==> src/rtl/req_pkg.sv <==
// Shared types and sizes for the request front-end.
package req_pkg;

   localparam int NUM_REQ = 4;
   localparam int CODE_W  = 2;

   typedef logic [NUM_REQ-1:0] req_vec_t;
   typedef logic [CODE_W-1:0]  req_code_t;

endpackage

==> src/rtl/req_line_debounce.sv <==
// One request line: two-flop synchroniser followed by a stability-count
// debouncer. o_rise is a one-cycle pulse in the cycle whose closing edge
// flips the filtered value from 0 to 1. It is decoded from registers only,
// so the consumer can capture the event on that same edge.
module req_line_debounce #(
   parameter int DB_CYCLES = 4
) (
   input  logic clk,
   input  logic rst_n,
   input  logic i_raw,
   output logic o_rise
);

   localparam int                CNT_W    = $clog2(DB_CYCLES + 1);
   localparam logic [CNT_W-1:0]  CNT_LAST = CNT_W'(DB_CYCLES - 1);

   logic             r_sync1;
   logic             r_sync2;
   logic             r_filt;
   logic [CNT_W-1:0] r_cnt;

   logic w_mismatch;
   logic w_done;

   assign w_mismatch = r_sync2 ^ r_filt;
   assign w_done     = w_mismatch && (r_cnt == CNT_LAST);
   assign o_rise     = w_done && !r_filt;

   // Synchronise the raw line, then only accept a new level once it has
   // disagreed with the filtered value for DB_CYCLES consecutive cycles.
   always_ff @(posedge clk or negedge rst_n) begin
      if (!rst_n) begin
         r_sync1 <= 1'b0;
         r_sync2 <= 1'b0;
         r_filt  <= 1'b0;
         r_cnt   <= '0;
      end else begin
         r_sync1 <= i_raw;
         r_sync2 <= r_sync1;
         if (!w_mismatch) begin
            r_cnt <= '0;
         end else if (w_done) begin
            r_filt <= ~r_filt;
            r_cnt  <= '0;
         end else begin
            r_cnt <= r_cnt + 1'b1;
         end
      end
   end

endmodule

==> src/rtl/req_debounce_latch.sv <==
// Front-end for the 4-to-2 priority encoder: debounces each request line,
// latches rising edges as sticky pending bits, clears them on a coded ack
// and flags edges that land on a still-pending bit.
module req_debounce_latch
   import req_pkg::*;
#(
   parameter int DB_CYCLES = 4
) (
   input  logic               clk,
   input  logic               rst_n,
   input  logic [NUM_REQ-1:0] raw_req,
   output logic [NUM_REQ-1:0] pend,
   output logic               pend_valid,
   input  logic               ack,
   input  logic [CODE_W-1:0]  ack_code,
   output logic [NUM_REQ-1:0] overflow,
   input  logic               ovf_clr
);

   req_vec_t r_pend;
   req_vec_t r_ovf;

   req_vec_t w_rise;
   req_vec_t w_clr;
   req_vec_t w_ovf_new;

   for (genvar gi = 0; gi < NUM_REQ; gi++) begin : g_line
      req_line_debounce #(
         .DB_CYCLES (DB_CYCLES)
      ) u_line (
         .clk    (clk),
         .rst_n  (rst_n),
         .i_raw  (raw_req[gi]),
         .o_rise (w_rise[gi])
      );
   end

   assign w_clr     = ack ? (req_vec_t'(1) << ack_code) : '0;
   // A new edge on an unserviced bit is lost unless the same edge services it.
   assign w_ovf_new = w_rise & r_pend & ~w_clr;

   // Pending bits: a new event wins over a simultaneous ack of the same line.
   // Overflow: a fresh loss wins over a simultaneous clear.
   always_ff @(posedge clk or negedge rst_n) begin
      if (!rst_n) begin
         r_pend <= '0;
         r_ovf  <= '0;
      end else begin
         r_pend <= w_rise | (r_pend & ~w_clr);
         r_ovf  <= (ovf_clr ? '0 : r_ovf) | w_ovf_new;
      end
   end

   assign pend       = r_pend;
   assign pend_valid = |r_pend;
   assign overflow   = r_ovf;

endmodule
==> config.mk <==
export PLATFORM = sky130hd
export DESIGN_NAME = req_debounce_latch
export DESIGN_NICKNAME = d
export VERILOG_FILES = /design/src/rtl/req_pkg.sv /design/src/rtl/req_line_debounce.sv /design/src/rtl/req_debounce_latch.sv
export SDC_FILE = /design/constraint.sdc
export NUM_CORES = 1
export LEC_CHECK = 0
export BUFFER_PORTS_ARGS = -buffer_cell sky130_fd_sc_hd__buf_2
export CAP_MARGIN = 25
export CORE_MARGIN = 2
export CORE_UTILIZATION = 35
export CTS_CLUSTER_DIAMETER = 30
export DETAILED_ROUTE_END_ITERATION = 6
export PLACE_DENSITY_LB_ADDON = 0.1
export SYNTH_ARGS = -nofsm -noshare
export SYNTH_HDL_FRONTEND = slang
export SYNTH_SLANG_ARGS = --single-unit
==> constraint.sdc <==
create_clock -name clk -period 2.3 [get_ports clk]
set_clock_uncertainty 0.2 [all_clocks]
set_input_delay 0.23 -clock clk [delete_from_list [all_inputs] [get_ports clk]]
set_output_delay 0.23 -clock clk [all_outputs]
set_load 0.02 [all_outputs]
==> summary.txt, run 1 <==
Worst setup path
  – R2R depth: 3
  – Kind of critical path: register to output pin
  – R2r setup slk: around 0.88 ns
  – Critical Path Source Type: register
  – Reg2reg end: g_line[0].u_line.r_filt
  – CP required: 1.87 ns
  – Slowest stage delay, CP: 0.52 ns
  – Top delay family on crit path: simple AND/OR/NAND/NOR gates
  – Crit-path max FO: 3
  – CP bufs+invs: 1
  – Worst setup path endpoint: pend_valid
  – CP max-delay cell: or4_1
  – WP depth: 2
  – Worst Setup SP: pend[2]
  – Crit path cell chain: or4_1 > buf_2
  – Setup crit end kind: output pin
  – Worst R2R Start: g_line[0].u_line.r_cnt[0]
  – Critical path arrival: 1.40 ns

Clocking
  – Clock Sink Count: 32
  – Max clock buf depth: 2
  – Clock Root Buffer: clkbuf_4
  – Worst-path clk slew: 0.09 ns
  – H-tree levels: 2
  – CTS tree: yes
  – Number of CTS-inserted buffers: 5
  – # Post-CTS Setup Buffers: 0
  – Worst-Skew Late Latency: 0.32 ns

Routing
  – Antenna Violating Nets Remaining: 0
  – DR vias: 721
  – Post-Route WL: 1.92 mm
  – Routed vias/inst: 4.53
  – Iteration-0 DRC Markers: 28
  – Residual DRC: 0
  – WL per Instance: around 12 um
  – DRT Pass-1 Iters: 3

Floorplanning
  – Chip height: 63.3 um
  – DIE AREA: between 4000 and 5000 um2
  – Core area: 3360 um2
  – Chip width: 63.3 um
  – FP Rows: 21
  – Top-Level Pins: 19
  – Initial Util: 36.5%

Yosys
  – Post-synthesis sequential area ratio: 65.2%
  – Unique cell type count in the Yosys netlist: 20
  – Synthesized area per cell: 14.6 um2
  – Mapped Nets: 98
  – Mapped Cells: 84
  – Post-synthesis register bit count: 32
  – Synth warn: 0
  – Cell area after synthesis: 1230 um2

Place
  – DP Worst Slack: 0.814 ns
  – HPWL Detailed: approximately 1.4 mm
  – IO Port Bufs: 18
  – Final GP Congestion: about 0.73

Global routing
  – Vias in the first global route: 732
  – Initial antenna violation count: 0
  – GRT Util Overall: 11.5%
  – First-pass GRT wire length: around 3.4 mm
  – Pin count of the biggest net entering global routing: 33
  – Grt ovf: 0

Final layout
  – Most common cell after layout, fill and taps aside: dfrtp_1
  – ANT cells: 0
  – Share of layout cells above drive strength 1: 29.2%
  – Area growth, synth to finish: 20.0%
  – Area taken by multi-input logic gates: 405 um2
  – Fillcell total: 329
  – Register area: 801 um2
  – Final nets: approximately 130
  – Commonest non-fill, non-tap cells in the layout: 32 x dfrtp_1, 18 x buf_2, 7 x nor3b_1, 6 x inv_1, 6 x dlygate4sd3_1
  – Fin util: 43.8%

Run status
  – Status: finished, final reports clean

STA
  – Relative slew slack: a little over half
  – Fmax: 545 MHz
  – Max-slew violations: 0
  – # setup viols final: 0
  – Fin crit period: around 1.8 ns
  – Final hold slack: 0.0412 ns
  – Worst-Margin Slew: 0.682 ns
  – RSZ-0062 raised after global routing: no
  – Setup slack after layout: 0.465 ns
  – Setup TNS: 0 ns
  – Period Utilization, post-route: between 70 and 80%
  – Hold Vio Cnt, Final: 0

Power
  – Power, Total: 0.00149 W
  – P per Cell Area: 1010 nW/um2
  – Leakage: 0.701 nW
  – Peak VDD IR: 0.414 mV

Worst hold path
  – HP Class: primary input to register

Flow run
  – Max-Cap Viols: 0
## layout make-up
| class | instances | share of cell area, % |
|---|---|---|
| flip-flops and latches | 32 | 54.3 |
| multi-input cells | 46 | 27.5 |
| repair buffers | 24 | 10.2 |
| well taps | 46 | 3.90 |
| clock buffers | 5 | 2.55 |
| inverters | 6 | 1.53 |
## stage by stage
step           cell area (um2)  instances
3_5_place_dp              1380        148
4_1_cts                   1470        159
6_report                  1470        159
5_1_grt                   1470        159
3_3_place_gp              1380        148
2_1_floorplan             1230         84
## cells in the mapped netlist
library cell,count,share of area [%]
dfrtp_1,32,65
nor3b_1,7,4.3
inv_1,6,1.8
nor2b_1,5,2.5
ha_1,4,4.1
mux2_2,4,3.7
nor3_1,4,1.6
xnor2_1,4,2.9
nand4bb_1,3,2.7
o21ai_0,3,1.2
and3b_1,2,1.4
o32ai_2,2,2.6
a22o_2,1,0.81
a41o_1,1,0.81
and2b_2,1,0.71
nand3_1,1,0.41
nor2b_2,1,0.71
nor2b_4,1,1.1
o32ai_1,1,0.71
or4_1,1,0.61
## report_power, final
part	internal, W	switching, W
Clock	0.000102	0.000162
Sequential	0.000698	0.0000833
Combinational	0.000215	0.000233
Total	0.00101	0.000478
## metal layers
layer	global-route usage, %	routed length, um	vias to the layer above
met3	5.54	104	6
met1	13.6	870	345
met5	0	0	-
met4	5.71	43	0
li1	-	-	356
met2	17.6	905	14
## kinds of logic after synthesis
group           count (synthesis)  share of synthesized area, %
buf+inv                         6                          1.83
mux                             4                          3.67
simple gates                   26                          16.2
flops                          32                          65.2
xor+xnor                        4                          2.85
compound gates                  8                          6.21
fa+ha+maj                       4                          4.07
## worst min-delay path by stage
stage | startpoint | to | slack, ns | cells after the start
after global routing | ack_code[0] | pend[0] | 0.06 | 3
after CTS | ack_code[0] | pend[0] | 0.04 | 3
final | ack_code[0] | pend[0] | 0.04 | 3
after floorplan | rst_n | g_line[0].u_line.r_cnt[0] | -0.27 | 0
after global placement | rst_n | g_line[3].u_line.r_cnt[2] | 0.12 | 1
after detailed placement | rst_n | overflow[3] | 0.12 | 1
## worst reg2reg max path, delay by kind of cell (launching register included)
family                     cells  cell delay (ns)
muxes                          1             0.34
adders and majority gates      1             0.19
and+or+nand+nor                1             0.22
DFF                            1             0.36
## registers in the layout (all words and copies together), names as in the netlist
register               cells
g_line.u_line.r_sync2      4
g_line.u_line.r_sync1      4
pend                       4
g_line.u_line.r_filt       4
overflow                   4
g_line.u_line.r_cnt       12
## timing repair
action | in CTS | in global routing
hold endpoints to repair | 39 | 0
hold buffers | 6 | 0
gates resized for setup | 0 | 0
No activity file was read; power rests on OpenSTA's default activity.
==> run 2, diff against run 1 <==
Settings changed: ABC_AREA set to 1.
Clock period 2.3 ns to 1.6 ns, I/O delays scaled along.
==> summary.txt, run 2 <==
Place
  – IO Port Bufs: 18
  – Post-Place Cell Area: 1380 um2
  – Final GP Congestion: just over 0.7
  – HPWL Detailed: 1.46 mm

Yosys
  – Post-synthesis sequential area ratio: 66.3%
  – Number of flops mapped to enable cells by yosys: 0
  – Post-synthesis register bit count: 32
  – Mapped Cells: 118
  – Mapped Nets: roughly 130
  – List of most frequent post-synthesis cells: 32 x dfrtp_1, 28 x nand2_1, 16 x inv_1
  – Unique cell type count in the Yosys netlist: 11
  – Ranking of synthesized cells by area: dfrtp_1 66%, nand2_1 8.7%, inv_1 5.0%
  – Cell area after synthesis: about 1200 um2
  – Top cell type's share of synthesized area: 66.3%
  – Top-count cell post-synth: dfrtp_1
  – Synthesized area per cell: 10.2 um2
  – Main synth FF type: dfrtp_1
  – Synth warn: 0
  – Ys async rst share: 100%
  – Largest area contributor in the netlist: dfrtp_1

Routing
  – DRT Pass-1 Iters: 6
  – WL per Instance: between 10 and 15 um
  – Antenna Violating Nets Remaining: 0
  – Post-Route WL: 2.08 mm
  – Iteration-0 DRC Markers: 34
  – Residual DRC: 0
  – DR vias: 860
  – Routed vias/inst: 4.30

STA
  – Fin crit period: 1.43 ns
  – Setup TNS: 0 ns
  – # setup viols final: 0
  – Max-slew violations: 0
  – Final hold slack: approximately 0.08 ns
  – Relative slew slack: 72.7%
  – RSZ-0062 raised after global routing: no
  – Hold Vio Cnt, Final: 0
  – Fmax: 700 MHz
  – Period Utilization, post-route: 89.3%
  – Worst-Margin Slew: 0.410 ns

Global routing
  – Grt ovf: 0
  – Pin count of the biggest net entering global routing: 18
  – Initial antenna violation count: 0
  – Vias in the first global route: 950
  – First-pass GRT wire length: approximately 4.0 mm
  – GRT Util Overall: 13.3%

Final layout
  – Largest reg by FF count: g_line.u_line.r_cnt
  – Finished Cell Area: 1540 um2
  – Area growth, synth to finish: 27.6%
  – Most common cell after layout, fill and taps aside: dfrtp_1
  – Commonest non-fill, non-tap cells in the layout: 32 x dfrtp_1, 28 x nand2_1, 18 x buf_2, 16 x inv_1, 11 x nor2_1
  – Share of layout cells above drive strength 1: 17.5%
  – Final nets: 167
  – ANT cells: 0
  – Largest register FFs: 12

Flow run
  – Max-Cap Viols: 0

Worst setup path
  – Critical path arrival: 1.07 ns
  – Kind of critical path: register to output pin
  – Critical Path Source Type: register
  – Reg2reg end: g_line[0].u_line.r_cnt[0]
  – CP max-delay cell: dfrtp_1
  – Setup crit end kind: output pin
  – R2R depth: 4
  – R2r setup slk: around 0.33 ns
  – Crit-path max FO: 4
  – Slowest stage delay, CP: 0.42 ns
  – Crit path cell chain: nor2_1 > nand2_1 > buf_2
  – Worst R2R Start: g_line[0].u_line.r_cnt[0]
  – CP required: 1.24 ns

Floorplanning
  – Core area: 3340 um2
  – Initial Util: 36.2%
  – FP Rows: 21
  – Chip width: 62.8 um
  – Chip height: 62.8 um
  – DIE AREA: between 3000 and 4000 um2
  – Top-Level Pins: 19

Power
  – Leakage: 0.811 nW
  – Peak VDD IR: 0.594 mV
  – Power, Total: 0.00237 W
  – P per Cell Area: 1530 nW/um2

Clocking
  – Worst-path clk slew: 0.11 ns
  – Clock Sink Count: 32
  – CTS tree: yes
  – Number of CTS-inserted buffers: 5
  – H-tree levels: 2
  – Post_cts resized: 0
  – Max clock buf depth: 2
  – Worst-Skew Late Latency: 0.33 ns
  – Clock Root Buffer: clkbuf_4

Run status
  – Status: finished, final reports clean

Worst hold path
  – HP Class: primary input to asynchronous set/reset pin
==> run 2: changes by cell type after synthesis, sizes merged, moves of 6 or more <==
cell	previous run	this run
inv	6	16
nor2b	7	0
nand3	1	7
nor2	0	12
nand2	0	28
nor3b	7	0
==> run 2: how the worst max path moves through the flow <==
stage | start | to | slack, ns | cells after the start
2_1_floorplan | g_line[0].u_line.r_cnt[0] | g_line[0].u_line.r_filt | 0.45 | 5
3_3_place_gp | g_line[0].u_line.r_cnt[0] | g_line[0].u_line.r_cnt[0] | 0.36 | 4
4_1_cts | ack | pend[3] | 0.01 | 6
6_report | pend[0] | pend_valid | 0.17 | 3
5_1_grt | pend[0] | pend_valid | 0.06 | 3
3_5_place_dp | g_line[3].u_line.r_cnt[0] | g_line[3].u_line.r_cnt[0] | 0.33 | 4
==> run 2: timing repair <==
action / CTS / global route
buffers inserted: 0 / 0
endpoints found under the hold margin: 44 / 0
hold buffers: 10 / 0
setup endpoints to repair: 0 / 2
==> run 2: report_power, final <==
group | internal (W) | leakage [nW] | switching, W
Sequential | 0.000998 | 0.411 | 0.000125
Combinational | 0.000255 | 0.358 | 0.000391
Clock | 0.000328 | 0.0422 | 0.000267
Total | 0.00158 | 0.811 | 0.000784
==> run 2: through the flow <==
stage / setup slack, ns / util, % / cells
floorplan: 0.449 / - / 118
global placement: 0.365 / 41.2 / 183
detailed placement: 0.329 / 41.2 / 183
CTS: 0.0141 / 46.5 / 201
global route: 0.0640 / 46.2 / 200
finish: 0.171 / 46.2 / 200
==> run 2: cell families after synthesis <==
group                    share of synthesized area (%)
buffers and inverters                             4.97
adder cells (fa/ha/maj)                           4.14
XOR/XNOR                                          2.90
flip-flops                                        66.3
AO/OA/AOI/OAI                                     3.31
AND/OR/NAND/NOR                                   18.4
==> run 2: final cells by class <==
type / count / area, um2
multi-input combinational: 70 / 348
inverter: 16 / 60.1
fill: 331 / 1790
clock buffer: 6 / 41.3
clock inverter: 2 / 35.0
tap: 46 / 57.6
sequential: 32 / 801
timing repair buffer: 28 / 200
==> run 2: routing by layer <==
| metal | global-route usage (%) | wire (um) | vias to the layer above |
|---|---|---|---|
| met5 | 0 | 0 | - |
| met4 | 8.33 | 51 | 0 |
| met3 | 4.14 | 111 | 7 |
| met2 | 21.1 | 965 | 22 |
| met1 | 15.7 | 947 | 395 |
| li1 | - | - | 436 |
==> run 2: critical path, delay by kind of cell (launching register included) <==
family	cells	cell delay, ns
buf+inv	1	0.15
flops	1	0.42
simple gates	2	0.17
==> run 3, diff against run 2 <==
==> constraint.sdc (replaced) <==
create_clock -name clk -period 1.6 [get_ports clk]
set_clock_uncertainty 0.2 [all_clocks]
set_input_delay 0.24 -clock clk [delete_from_list [all_inputs] [get_ports clk]]
set_output_delay 0.24 -clock clk [all_outputs]
set_load 0.02 [all_outputs]
==> summary.txt, run 3 (synthesized netlist as in run 2, its figures left out) <==
Worst setup path
  – Critical Path Source Type: register
  – Setup crit end kind: output pin
  – Crit-path max FO: 4
  – R2r setup slk: 0.34 ns
  – CP required: 1.16 ns
  – Critical path arrival: 1.06 ns
  – Worst R2R Start: g_line[3].u_line.r_cnt[0]
  – Kind of critical path: register to output pin
  – R2R depth: 4
  – Reg2reg end: g_line[3].u_line.r_cnt[0]

STA
  – RSZ-0062 raised after global routing: no
  – Relative slew slack: between 70 and 80%
  – Hold Vio Cnt, Final: 0
  – Worst-Margin Slew: between 0.3 and 0.4 ns
  – # setup viols final: 0
  – Fmax: 666 MHz
  – Fin crit period: ~1.5 ns
  – Max-slew violations: 0
  – Period Utilization, post-route: 93.8%
  – Setup TNS: 0 ns

Final layout
  – Register area: 801 um2
  – Fillcell total: 336
  – Share of layout cells above drive strength 1: 17.2%
  – ANT cells: 0
  – Area growth, synth to finish: 22.7%
  – Largest register FFs: 12
  – Most common cell after layout, fill and taps aside: dfrtp_1
  – Fin util: approximately 44%
  – Area taken by multi-input logic gates: 348 um2
  – Commonest non-fill, non-tap cells in the layout: 32 x dfrtp_1, 28 x nand2_1, 18 x buf_2, 16 x inv_1, 11 x nor2_1
  – Final non-filler cell total: just under 200
  – Final nets: 164
  – Largest reg by FF count: g_line.u_line.r_cnt

Floorplanning
  – Chip height: roughly 63 um
  – Core area: 3340 um2
  – DIE AREA: 3940 um2
  – FP Rows: 21
  – Chip width: 62.8 um
  – Initial Util: 36.2%
  – Top-Level Pins: 19

Routing
  – Antenna Violating Nets Remaining: 0
  – WL per Instance: ~10 um
  – Routed vias/inst: 4.27
  – DRT Pass-1 Iters: 4
  – Post-Route WL: 1.92 mm
  – Residual DRC: 0
  – DR vias: approximately 840
  – Iteration-0 DRC Markers: 74

Clocking
  – Number of CTS-inserted buffers: 5
  – Max clock buf depth: 2
  – Clock Root Buffer: clkbuf_4
  – H-tree levels: 2
  – Clock Sink Count: 32
  – Worst-path clk slew: 0.09 ns
  – CTS tree: yes
  – Worst-Skew Late Latency: 0.33 ns

Place
  – HPWL Detailed: 1.37 mm
  – IO Port Bufs: 18
  – Final GP Congestion: 0.670
  – Placed insts: 183

Power
  – Peak VDD IR: 0.493 mV
  – Power, Total: 0.00223 W
  – P per Cell Area: ~1500 nW/um2
  – Leakage: approximately 0.78 nW

Global routing
  – Initial antenna violation count: 0
  – Grt ovf: 0
  – GRT Util Overall: 12.5%
  – Vias in the first global route: 865
  – First-pass GRT wire length: 3.71 mm
  – Pin count of the biggest net entering global routing: 33

Worst hold path
  – HP Class: primary input to register
  – Hold Path Sink: pend[1]
  – Hold path depth: 4
  – HP Start: ack_code[0]

Flow run
  – Max-Cap Viols: 0

Run status
  – Status: finished, final reports clean
run 3: area by class of cell:
cell class / count / share of cell area, %
tap: 46 / 3.88
sequential: 32 / 54.0
multi-input combinational: 70 / 23.5
timing repair buffer: 25 / 10.6
clock buffer: 8 / 3.97
inverter: 16 / 4.05
run 3: what timing repair did:
item	4_1_cts	5_1_grt
endpoints found under the hold margin	40	0
hold buffers	6	0
gates resized for setup	0	0
setup buffers	0	0
run 3: worst max-delay path by stage:
stage	slack, ns	end	start	cells after the start
3_3_place_gp	0.36	g_line[0].u_line.r_cnt[0]	g_line[0].u_line.r_cnt[0]	4
6_report	0.1	pend_valid	pend[2]	3
3_5_place_dp	0.34	g_line[3].u_line.r_filt	g_line[3].u_line.r_cnt[0]	5
2_1_floorplan	0.44	pend_valid	pend[0]	2
4_1_cts	0.06	pend_valid	pend[0]	3
5_1_grt	0.008	pend_valid	pend[0]	3
run 3: worst max-delay path, stage by stage, from the launching register on:
cell and delay (ns):
dfrtp_1 0.42, nor2_1 0.11, nand2_1 0.05, buf_2 0.15
run 3: routing by layer:
| metal | vias up | global-route usage (%) | wire length, um |
|---|---|---|---|
| met5 | - | 0 | 0 |
| met4 | 0 | 6.39 | 40 |
| met3 | 6 | 5.77 | 129 |
| met2 | 21 | 18.5 | 850 |
| met1 | 383 | 15.1 | 903 |
| li1 | 432 | - | - |
run 3: power breakdown:
part	total (W)	internal, W	switching (W)	leakage, nW
Combinational	0.000622	0.000246	0.000376	0.340
Clock	0.000476	0.000217	0.000259	0.0326
Sequential	0.00113	0.000999	0.000130	0.411
Total	0.00223	0.00146	0.000765	0.784
run 3: per-stage QoR:
| stage | instance area, um2 | hold slack (ns) | setup WS [ns] |
|---|---|---|---|
| after floorplan | 1210 | -0.256 | 0.443 |
| after global placement | 1360 | 0.0792 | 0.364 |
| after detailed placement | 1360 | 0.0823 | 0.337 |
| after CTS | 1480 | 0.0382 | 0.0624 |
| after global routing | 1480 | 0.0742 | 0.00794 |
| final | 1480 | 0.0513 | 0.0988 |
